$ cat config.mk
export PLATFORM = sky130hd
export DESIGN_NAME = morse_symbol_classifier_flat
export DESIGN_NICKNAME = d
export VERILOG_FILES = /design/src/rtl/morse_symbol_classifier_if.sv /design/src/rtl/morse_symbol_classifier.sv /design/src/flat_wrapper.sv
export SDC_FILE = /design/constraint.sdc
export NUM_CORES = 1
export LEC_CHECK = 0
export ABC_AREA = 1
export BUFFER_PORTS_ARGS = -buffer_cell sky130_fd_sc_hd__buf_2
export CORE_ASPECT_RATIO = 1.4
export CORE_UTILIZATION = 30
export DETAILED_ROUTE_END_ITERATION = 6
export SETUP_SLACK_MARGIN = 0.4
export SYNTH_ARGS = -nofsm -noshare
export SYNTH_HDL_FRONTEND = slang
export SYNTH_SLANG_ARGS = --single-unit
$ cat constraint.sdc
create_clock -name clk -period 1.3 [get_ports clk]
set_input_delay 0.39 -clock clk [delete_from_list [all_inputs] [get_ports clk]]
set_output_delay 0.39 -clock clk [all_outputs]
set_load 0.01 [all_outputs]
$ cat src/rtl/morse_symbol_classifier_if.sv
// Keying-line input and symbol-strobe output bundle for the Morse symbol classifier.
// The master drives the sampled key line; the slave (classifier) returns symbols.
interface morse_symbol_classifier_if;
  logic       sample_en;
  logic       serial_in;
  logic [1:0] sym;
  logic       sym_valid;
  logic       err;
  logic       in_word;

  modport master (
    output sample_en,
    output serial_in,
    input  sym,
    input  sym_valid,
    input  err,
    input  in_word
  );

  modport slave (
    input  sample_en,
    input  serial_in,
    output sym,
    output sym_valid,
    output err,
    output in_word
  );
endinterface

$ cat src/rtl/morse_symbol_classifier.sv
// Measures mark/space run lengths on sample ticks and classifies them into dot, dash,
// letter-gap and word-gap strobes, flagging marks of invalid length.
module morse_symbol_classifier #(
  parameter int unsigned CNT_W      = 4,
  parameter int unsigned DOT_MAX    = 2,
  parameter int unsigned DASH_MIN   = 3,
  parameter int unsigned MARK_MAX   = 6,
  parameter int unsigned LETTER_GAP = 3,
  parameter int unsigned WORD_GAP   = 7
) (
  input logic                          clk,
  input logic                          rst,
  morse_symbol_classifier_if.slave     bus_io
);

  typedef logic [CNT_W-1:0] cnt_t;

  localparam cnt_t CntMax    = {CNT_W{1'b1}};
  localparam cnt_t DotMax    = cnt_t'(DOT_MAX);
  localparam cnt_t DashMin   = cnt_t'(DASH_MIN);
  localparam cnt_t MarkMax   = cnt_t'(MARK_MAX);
  localparam cnt_t LetterGap = cnt_t'(LETTER_GAP);
  localparam cnt_t WordGap   = cnt_t'(WORD_GAP);

  localparam logic [1:0] SymDot    = 2'b00;
  localparam logic [1:0] SymDash   = 2'b01;
  localparam logic [1:0] SymLetter = 2'b10;
  localparam logic [1:0] SymWord   = 2'b11;

  typedef enum logic [1:0] {StIdle, StMark, StSpace} state_e;

  state_e     state_q, state_d;
  cnt_t       cnt_q, cnt_d;
  cnt_t       cnt_inc;
  logic [1:0] sym_q, sym_d;
  logic       sym_valid_q, sym_valid_d;
  logic       err_q, err_d;
  logic       sample;
  logic       mark;

  assign sample  = bus_io.sample_en;
  assign mark    = bus_io.serial_in;
  assign cnt_inc = (cnt_q == CntMax) ? cnt_q : cnt_q + cnt_t'(1);

  always_ff @(posedge clk or posedge rst) begin
    if (rst) begin
      state_q     <= StIdle;
      cnt_q       <= '0;
      sym_q       <= SymDot;
      sym_valid_q <= 1'b0;
      err_q       <= 1'b0;
    end else begin
      state_q     <= state_d;
      cnt_q       <= cnt_d;
      sym_q       <= sym_d;
      sym_valid_q <= sym_valid_d;
      err_q       <= err_d;
    end
  end

  always_comb begin
    state_d = state_q;
    cnt_d   = cnt_q;
    if (sample) begin
      unique case (state_q)
        StIdle: begin
          if (mark) begin
            state_d = StMark;
            cnt_d   = cnt_t'(1);
          end
        end
        StMark: begin
          if (mark) begin
            cnt_d = cnt_inc;
          end else begin
            state_d = StSpace;
            cnt_d   = cnt_t'(1);
          end
        end
        StSpace: begin
          if (mark) begin
            state_d = StMark;
            cnt_d   = cnt_t'(1);
          end else if (cnt_inc == WordGap) begin
            // Word gap closes the word; next gap symbols need a fresh mark first.
            state_d = StIdle;
            cnt_d   = '0;
          end else begin
            cnt_d = cnt_inc;
          end
        end
        default: begin
          state_d = StIdle;
          cnt_d   = '0;
        end
      endcase
    end
  end

  // Strobes are computed from the pre-sample state so they land one clk after the sample.
  always_comb begin
    sym_d       = sym_q;
    sym_valid_d = 1'b0;
    err_d       = 1'b0;
    if (sample) begin
      unique case (state_q)
        StMark: begin
          if (!mark) begin
            if (cnt_q <= DotMax) begin
              sym_d       = SymDot;
              sym_valid_d = 1'b1;
            end else if (cnt_q >= DashMin && cnt_q <= MarkMax) begin
              sym_d       = SymDash;
              sym_valid_d = 1'b1;
            end else begin
              err_d = 1'b1;
            end
          end
        end
        StSpace: begin
          if (!mark) begin
            if (cnt_inc == LetterGap) begin
              sym_d       = SymLetter;
              sym_valid_d = 1'b1;
            end else if (cnt_inc == WordGap) begin
              sym_d       = SymWord;
              sym_valid_d = 1'b1;
            end
          end
        end
        default: ;
      endcase
    end
  end

  assign bus_io.sym       = sym_q;
  assign bus_io.sym_valid = sym_valid_q;
  assign bus_io.err       = err_q;
  assign bus_io.in_word   = (state_q != StIdle);

endmodule

$ cat src/flat_wrapper.sv
// flat-port wrapper written by rule: the top's interface ports become plain ports
module morse_symbol_classifier_flat 
#(
  parameter int unsigned CNT_W      = 4,
  parameter int unsigned DOT_MAX    = 2,
  parameter int unsigned DASH_MIN   = 3,
  parameter int unsigned MARK_MAX   = 6,
  parameter int unsigned LETTER_GAP = 3,
  parameter int unsigned WORD_GAP   = 7
)
  (clk, rst, bus_io_sample_en, bus_io_serial_in, bus_io_sym, bus_io_sym_valid, bus_io_err, bus_io_in_word);
  morse_symbol_classifier_if bus_io_i ();
  input logic clk;
  input logic rst;
  input wire logic [$bits(bus_io_i.sample_en)-1:0] bus_io_sample_en;
  input wire logic [$bits(bus_io_i.serial_in)-1:0] bus_io_serial_in;
  output wire logic [$bits(bus_io_i.sym)-1:0] bus_io_sym;
  output wire logic [$bits(bus_io_i.sym_valid)-1:0] bus_io_sym_valid;
  output wire logic [$bits(bus_io_i.err)-1:0] bus_io_err;
  output wire logic [$bits(bus_io_i.in_word)-1:0] bus_io_in_word;
  assign bus_io_i.sample_en = bus_io_sample_en;
  assign bus_io_i.serial_in = bus_io_serial_in;
  assign bus_io_sym = bus_io_i.sym;
  assign bus_io_sym_valid = bus_io_i.sym_valid;
  assign bus_io_err = bus_io_i.err;
  assign bus_io_in_word = bus_io_i.in_word;
  morse_symbol_classifier #(.CNT_W(CNT_W), .DOT_MAX(DOT_MAX), .DASH_MIN(DASH_MIN), .MARK_MAX(MARK_MAX), .LETTER_GAP(LETTER_GAP), .WORD_GAP(WORD_GAP)) u_core (.clk(clk), .rst(rst), .bus_io(bus_io_i));
endmodule
Yosys cells after proc, flatten, opt, wreduce, memory -nomap -nowiden
Index checks and enable logic that the tools add are counted.

word-level totals
  register bits after elaboration = 10
  input port bits = 4
  output and inout port bits = 5
  word-level logic and storage cells = 58

operators by class
  add/sub/neg operators = 1
  $lt $le $gt $ge = 3
  equal/unequal tests = 11
  mux-type cells = 31
  reduce and logical (&&, ||, !) cells = 7

operators by type and width
  cell                   count
  $mux W2                10
  $mux W4                5
  $mux W1                12
  $pmux W4 S3            1
  $ne A2 B2 Y1 const B   3
  $ne A3 B1 Y1 const B   2
  $pmux W2 S3            1
  $reduce_and A6 Y1      1
  $add A4 B1 Y4 const B  1
  $eq A4 B2 Y1 const B   1
  $eq A4 B3 Y1 const B   1
  $eq A4 B4 Y1 const B   1
  $ge A4 B2 Y1 const B   1
  $le A4 B2 Y1 const B   1
  $le A4 B3 Y1 const B   1
  $pmux W2 S2            1
  $reduce_and A4 Y1      1
  $reduce_bool A2 Y1     2
  $ne A3 B2 Y1 const B   1
  $eq A2 B1 Y1 const B   1
  $eq A2 B2 Y1 const B   1
  $logic_not A2 Y1       1
  $pmux W1 S2            1
  $reduce_and A2 Y1      1
  $logic_and A1 B1 Y1    1

Logic depth before layout (Yosys ltp)
Gate-level depths: netlist of run 1.

  depth after elaboration = 8
  mapped depth = 13
  depth with buffers taken out = 13

Worst setup path before layout of run 1
Ideal clock, no wire load.

  path type = register to register
  start = reg u_core.cnt_q[1]
  end = reg u_core.sym_q[0] (netlist: u_core.bus_io.sym[0])
  arrival = 1.316 ns
  required time = 1.184 ns
  setup slack = -0.132 ns
  cell stages (with the launch flop) = 14
  buffers on the path = 0
  cells stage by stage = dfrtp_1 -> ha_1 -> inv_2 -> nand2_1 -> inv_1 -> nand2_1 -> nand2_2 -> inv_2 -> nor2_2 -> nand2_1 -> nand2_1 -> nand2_1 -> nand2_1 -> nand2_1

between the ends
  word-level cells in the longest chain between the ends = 6
  elaborated cells between the ends (all ways) = 17
  those cells by class = add/sub: 1; order compare: 3; eq/ne: 5; mux: 6; reduce/logical: 2

RTL lines
  item                                                  RTL line                        source
  start, declared                                       morse_symbol_classifier.sv:33   cnt_t cnt_q, cnt_d;
  start signal, assigned                                morse_symbol_classifier.sv:54   cnt_q <= cnt_d;
  $add A4 B1 Y4 / $eq A4 B4 Y1 (equally long branches)  morse_symbol_classifier.sv:43   assign cnt_inc = (cnt_q == CntMax) ? cnt_q : cnt_q + cnt_t'(1);
  $mux W4                                               morse_symbol_classifier.sv:43
  $eq A4 B2 Y1                                          morse_symbol_classifier.sv:122  if (cnt_inc == LetterGap) begin
  $mux W2                                               morse_symbol_classifier.sv:122
  $mux W2                                               morse_symbol_classifier.sv:121  if (!mark) begin
  $pmux W2 S2                                           morse_symbol_classifier.sv:106  unique case (state_q)
  end signal, assigned                                  morse_symbol_classifier.sv:49   sym_q <= SymDot;
  end signal, assigned                                  morse_symbol_classifier.sv:55   sym_q <= sym_d;
  end, declared                                         morse_symbol_classifier.sv:35   logic [1:0] sym_q, sym_d;

Parallel ways exist; a longest one is shown, timed or not. The select of a mux whose other input is x is not followed.
A chain may end at the register's enable or synchronous reset.

Final worst setup path of run 1
  start = reg u_core.state_q[1]
  end = out bus_io_in_word

between the ends
  word-level cells in the longest chain between the ends = 1

RTL lines
  item                    RTL line                        source
  start, declared         morse_symbol_classifier.sv:32   state_e state_q, state_d;
  start signal, assigned  morse_symbol_classifier.sv:47   state_q <= StIdle;
  start signal, assigned  morse_symbol_classifier.sv:53   state_q <= state_d;
  $reduce_bool A2 Y1      morse_symbol_classifier.sv:139  assign bus_io.in_word = (state_q != StIdle);
  end, declared           flat_wrapper.sv:20              output wire logic [$bits(bus_io_i.in_word)-1:0] bus_io_in_word;

Every way passes these cells.

==> results_dict.tcl, run 1 <==
set metrics [dict create \
    slew_headroom_pct 72.1 \
    cap_violations 0 \
    start_util_pct 31.4 \
    fp.dieArea_um2 2950 \
    status "complete, but fails checks" \
    antenna_found_initial 0 \
    grt-ovfl-total 0 \
    async_flop_share_pct 100 \
    place_hpwl_mm 1.62 \
    dr_total_vias 869 \
    fin_util_pct 51.6 \
    drt_wl_total_mm 2.17 \
    cts_sinks 10 \
    dpl_worst_slack_ps -205 \
    regToRegEndpoint "u_core.state_q[1]$_DFFE_PP0P_" \
    place_area_um2 1150 \
    antenna_cells 0 \
    drc 0 \
    end_kind "output pin" \
    synth_edf_count 0 \
    die_h_um 63.9 \
    cts_tree "done" \
    drive_above_1_share_pct 58.6 \
    finalPower_w 0.00310 \
    worstSetupPathType "reg -> out" \
    yosysSeqAreaShare_pct 30.5 \
    grt_max_degree 11 \
    initialDrtViolationCount 19 \
    synth_fp_nets 128 \
    synth.top_cell.area_share_pct 30.5 \
    required_ps 910 \
    yosysMostFrequentCell "nand2_1" \
    r2r-start "u_core.state_q[1]$_DFFE_PP0P_" \
    syn_inst 118 \
    fin_nets 173 \
    synth_ff_type "dfrtp_1" \
    p_leak_nw 0.688 \
    routed_via_density 4.39 \
    yosysTopAreaCell "dfrtp_1" \
    cts_made_buffers 3 \
    setup_viol 10 \
    period_minus_slack_ps 1540 \
    clk_path_buf_depth 2 \
    synth_area_um2 821 \
    yosys-top-cells-count "32 x nand2_1, 17 x inv_1, 10 x dfrtp_1" \
    r2r_slack_ps -190 \
    grt_pass1_wl_mm 3.64 \
    area_growth_pct 64.3 \
    cp-start-kind "register" \
    wl_per_cell_um 11.0 \
    hp-class "in -> async" \
    ys_ff_latch 10 \
    die_w_um 46.2 \
    arrival_ps 1150 \
    first_global_vias 868 \
    post-route-period-util_pct 118 \
    portBuffers 8 \
    finalHoldViolations 0 \
    insertion_delay_ps 280 \
    fin_ws_ps -235 \
    htree_levels 1 \
    ios 9 \
    detail_route.first_pass.iterations 4 \
    crit_fanout 3 \
    finalWeightedCongestion 0.859 \
    tightest_slew_ps 419 \
    power_density_nw_per_um2 2300 \
    grtUsageTotal_pct 17.6 \
    coreArea_um2 2620 \
    synth.area.top_cells "dfrtp_1 30%, nand2_1 15%, ha_1 9.1%" \
    clk_pin_slew_ps 70 \
    cts_root_buf "clkbuf_4" \
    yosysWarnings 0 \
    row_count 22 \
    drv_slew 0 \
    ctsHoldBuffers 0 \
    rr_worst_depth 11 \
    synth_cell_type_count 22 \
    rsz0062_at_grt "true" \
    avgSynthCellArea_um2 6.96 \
    final_area_um2 1350 \
    ir_worst_vdd_v 0.00116 \
    fmax_mhz 651 \
    antenna_left 0 \
    violations "setup timing" \
    skew_ps 4.92 \
]
how the worst max path moves through the flow:
stage                                              from                               end  slack [ps]
after global placement    u_core.state_q[0]$_DFFE_PP0P_  u_core.bus_io.sym[1]$_DFFE_PP0P_        -180
after floorplan             u_core.cnt_q[1]$_DFFE_PP0P_  u_core.bus_io.sym[0]$_DFFE_PP0P_         -90
final                     u_core.state_q[1]$_DFFE_PP0P_                    bus_io_in_word        -240
after CTS                 u_core.state_q[0]$_DFFE_PP0P_                    bus_io_in_word        -240
after detailed placement  u_core.state_q[0]$_DFFE_PP0P_       u_core.cnt_q[1]$_DFFE_PP0P_        -210
after global routing      u_core.state_q[1]$_DFFE_PP0P_                    bus_io_in_word        -280
power breakdown:
group	switching (W)	internal (W)	leakage, nW
registers	0.000104	0.000422	0.129
logic	0.00111	0.00116	0.538
clock network	0.000123	0.000171	0.0210
total	0.00134	0.00176	0.688
kinds of logic (layout without fill, tap and decap cells):
logic type | count (synthesis) | after routing | share of synthesized area (%)
AND/OR/NAND/NOR | 67 | 67 | 39.8
buffers and inverters | 25 | 69 | 12.3
AO/OA/AOI/OAI | 10 | 10 | 8.23
flip-flops | 10 | 10 | 30.5
adder cells (fa/ha/maj) | 6 | 6 | 9.15
final cells by class:
cell class	instances	area, um^2
timing repair buffer	41	298
sequential	10	254
tap	36	45.0
fill	243	1270
inverter	24	91.3
clock buffer	4	36.3
multi-input combinational	83	624
through the flow:
step | hold WS, ps | instances | TNS, ps
after floorplan | 230 | 118 | -598
after global placement | 390 | 186 | -1300
after detailed placement | 405 | 186 | -1510
after CTS | 99.3 | 197 | -1630
after global routing | 122 | 198 | -2410
final | 85.6 | 198 | -1570
sequential cells by signal, summed over array words and instances (netlist names):
signal / cells
u_core.bus_io.sym_valid: 1
u_core.bus_io.sym: 2
u_core.cnt_q: 4
u_core.bus_io.err: 1
u_core.state_q: 2
timing repair:
item | in CTS | in global routing
setup buffers | 7 | 1
setup endpoints to repair | 15 | 15
resized for setup | 19 | 6
pin swaps | 10 | 10
placed cells by master, fill, tap and decap left out:
cell and n:
ha_4 5, buf_4 32, nand3_2 4, clkbuf_4 3, o21ai_2 2, clkinv_2 1, dfrtp_1 7, nand4_1 2
nor2_4 4, clkbuf_8 1, nor3_4 2, a21oi_4 1, o21ai_4 1, nand2_2 9, nand2_1 29, nor2_1 6
nand3_1 5, buf_6 2, inv_2 12, buf_2 7, nor2_2 1, inv_1 11, ha_1 1, a22oi_1 1
nor3_2 1, dfrtp_2 3, nand2_4 4, o21ai_1 5
routing by layer:
layer | part of all wire, % | GRT usage, %
met4 | 5.1 | 12.1
met3 | 0.83 | 1.69
met1 | 39 | 17.5
met2 | 55 | 31.5
met5 | 0 | 0
worst max-delay path, stage by stage, from the launching register on:
cell,delay [ps]
dfrtp_1,410
inv_2,90
ha_4,150
buf_6,90
inv_2,30
buf_6,100
Power figures use the tool's default switching activity.
==> inputs of run 2 (changes only) <==
CORE_MARGIN = 2   (was unset)
TNS_END_PERCENT = 5   (was unset)
==> results_dict.tcl, run 2 (synthesis gave the netlist of run 1 again) <==
set metrics [dict create \
    status "complete, but fails checks" \
    violations "setup timing" \
    p_leak_nw 0.637 \
    die_w_um 48.2 \
    fin_nets 167 \
    initialDrtViolationCount 31 \
    ir_worst_vdd_v 0.00113 \
    antenna_cells 0 \
    finalWeightedCongestion 0.883 \
    drv_slew 0 \
    cts_sinks 10 \
    area_growth_pct 51.1 \
    rsz0062_at_grt "true" \
    fin_ws_ps -221 \
    crit_path_end "bus_io_in_word" \
    largest-register "u_core.cnt_q" \
    fill_cells 272 \
    die_h_um 65.9 \
    cts_made_buffers 3 \
    dr_total_vias 846 \
    grt-ovfl-total 0 \
    clk_pin_slew_ps 70 \
    setup_viol 11 \
    required_ps 910 \
    skew_ps 0.385 \
    routed_via_density 4.41 \
    htree_levels 1 \
    drive_above_1_share_pct 51.3 \
    portBuffers 8 \
    fmax_mhz 657 \
    grtUsageTotal_pct 17.2 \
    insertion_delay_ps 270 \
    end_kind "output pin" \
    final_common_cell "nand2_1" \
    fp.dieArea_um2 3180 \
    largest_reg_flops 4 \
    place_hpwl_mm 1.69 \
    regToRegEndpoint "u_core.state_q[1]$_DFFE_PP0P_" \
    period_minus_slack_ps 1520 \
    hold_slack_ps 97.0 \
    arrival_ps 1130 \
    worstSetupPathType "reg -> out" \
    place_area_um2 1090 \
    r2r_slack_ps -180 \
    detail_route.first_pass.iterations 4 \
    antenna_left 0 \
    cap_violations 0 \
    grt_pass1_wl_mm 3.89 \
    cts_tree "done" \
    r2r-start "u_core.cnt_q[1]$_DFFE_PP0P_" \
    tightest_slew_ps 412 \
    drc 0 \
    grt_max_degree 11 \
    finalHoldViolations 0 \
    drt_wl_total_mm 2.16 \
    rr_worst_depth 11 \
    wl_per_cell_um 11.2 \
    crit_path_start "u_core.state_q[0]$_DFFE_PP0P_" \
    row_count 22 \
    ios 9 \
    ctsHoldBuffers 0 \
    slew_headroom_pct 72.5 \
    clk_path_buf_depth 2 \
    cp-start-kind "register" \
    antenna_found_initial 0 \
    start_util_pct 31.4 \
    power_density_nw_per_um2 2260 \
    first_global_vias 881 \
    hp-class "in -> async" \
    post-route-period-util_pct 117 \
    final_cell_mix "32 x nand2_1, 27 x buf_4, 12 x inv_1" \
    cts_root_buf "clkbuf_4" \
    final_area_um2 1240 \
    coreArea_um2 2620 \
    crit_fanout 3 \
]
==> run 2: changes by cell type in the layout (fill, tap and decap cells not counted), sizes merged <==
| cell | before | now |
|---|---|---|
| buf | 41 | 35 |
==> run 2: area by class of cell <==
type	instances	area (um^2)	area share (%)
clock buffers	4	36.3	2.93
inverters	24	90.1	7.27
multi-input cells	83	567	45.7
flip-flops and latches	10	253	20.4
well taps	36	45.0	3.63
repair buffers	35	249	20.1
==> run 2: per-stage QoR <==
step	util, %	setup TNS [ps]	std cells	total power (W)	worst slack (ps)
after floorplan	-	-606	118	0.00145	-99.9
after global placement	41.8	-1580	184	0.00215	-189
after detailed placement	41.8	-1970	184	0.00219	-251
after CTS	45.9	-1490	192	0.00275	-189
after global routing	47.4	-2540	192	0.00309	-301
final	47.4	-1380	192	0.00280	-221
==> run 2: worst min path at each step <==
stage | from | slack [ps] | endpoint | depth (start not counted)
3_3_place_gp | rst | 390 | u_core.bus_io.sym[1]$_DFFE_PP0P_ | 2
4_1_cts | rst | 110 | u_core.bus_io.sym[1]$_DFFE_PP0P_ | 2
5_1_grt | rst | 120 | u_core.bus_io.sym[1]$_DFFE_PP0P_ | 2
6_report | rst | 100 | u_core.bus_io.sym[1]$_DFFE_PP0P_ | 2
2_1_floorplan | rst | 230 | u_core.bus_io.err$_DFF_PP0_ | 1
3_5_place_dp | rst | 400 | u_core.bus_io.sym[1]$_DFFE_PP0P_ | 2
==> run 2: critical path, stage by stage (launching register included) <==
cell	delay, ps
dfrtp_1	420
inv_2	120
ha_4	170
inv_2	40
buf_6	110
==> run 2: what timing repair did <==
action | CTS | global route
gates resized for setup | 12 | 7
buffers inserted | 4 | 0
cloned | 0 | 0
endpoints found under the setup margin | 15 | 15
pin swaps | 5 | 1
==> run 2: routing by layer <==
| layer | track usage (%) | vias up | part of all wire, % |
|---|---|---|---|
| met4 | 7.09 | 0 | 3.2 |
| met2 | 29.8 | 16 | 57 |
| met1 | 19.9 | 385 | 37 |
| li1 | - | 439 | - |
| met5 | 0 | - | 0 |
| met3 | 2.46 | 6 | 2.4 |
==> run 2: power by group <==
part           switching [W]  total, W  internal (W)
sequential          0.000112  0.000532      0.000419
combinational       0.000995   0.00198      0.000985
clock               0.000117  0.000287      0.000170
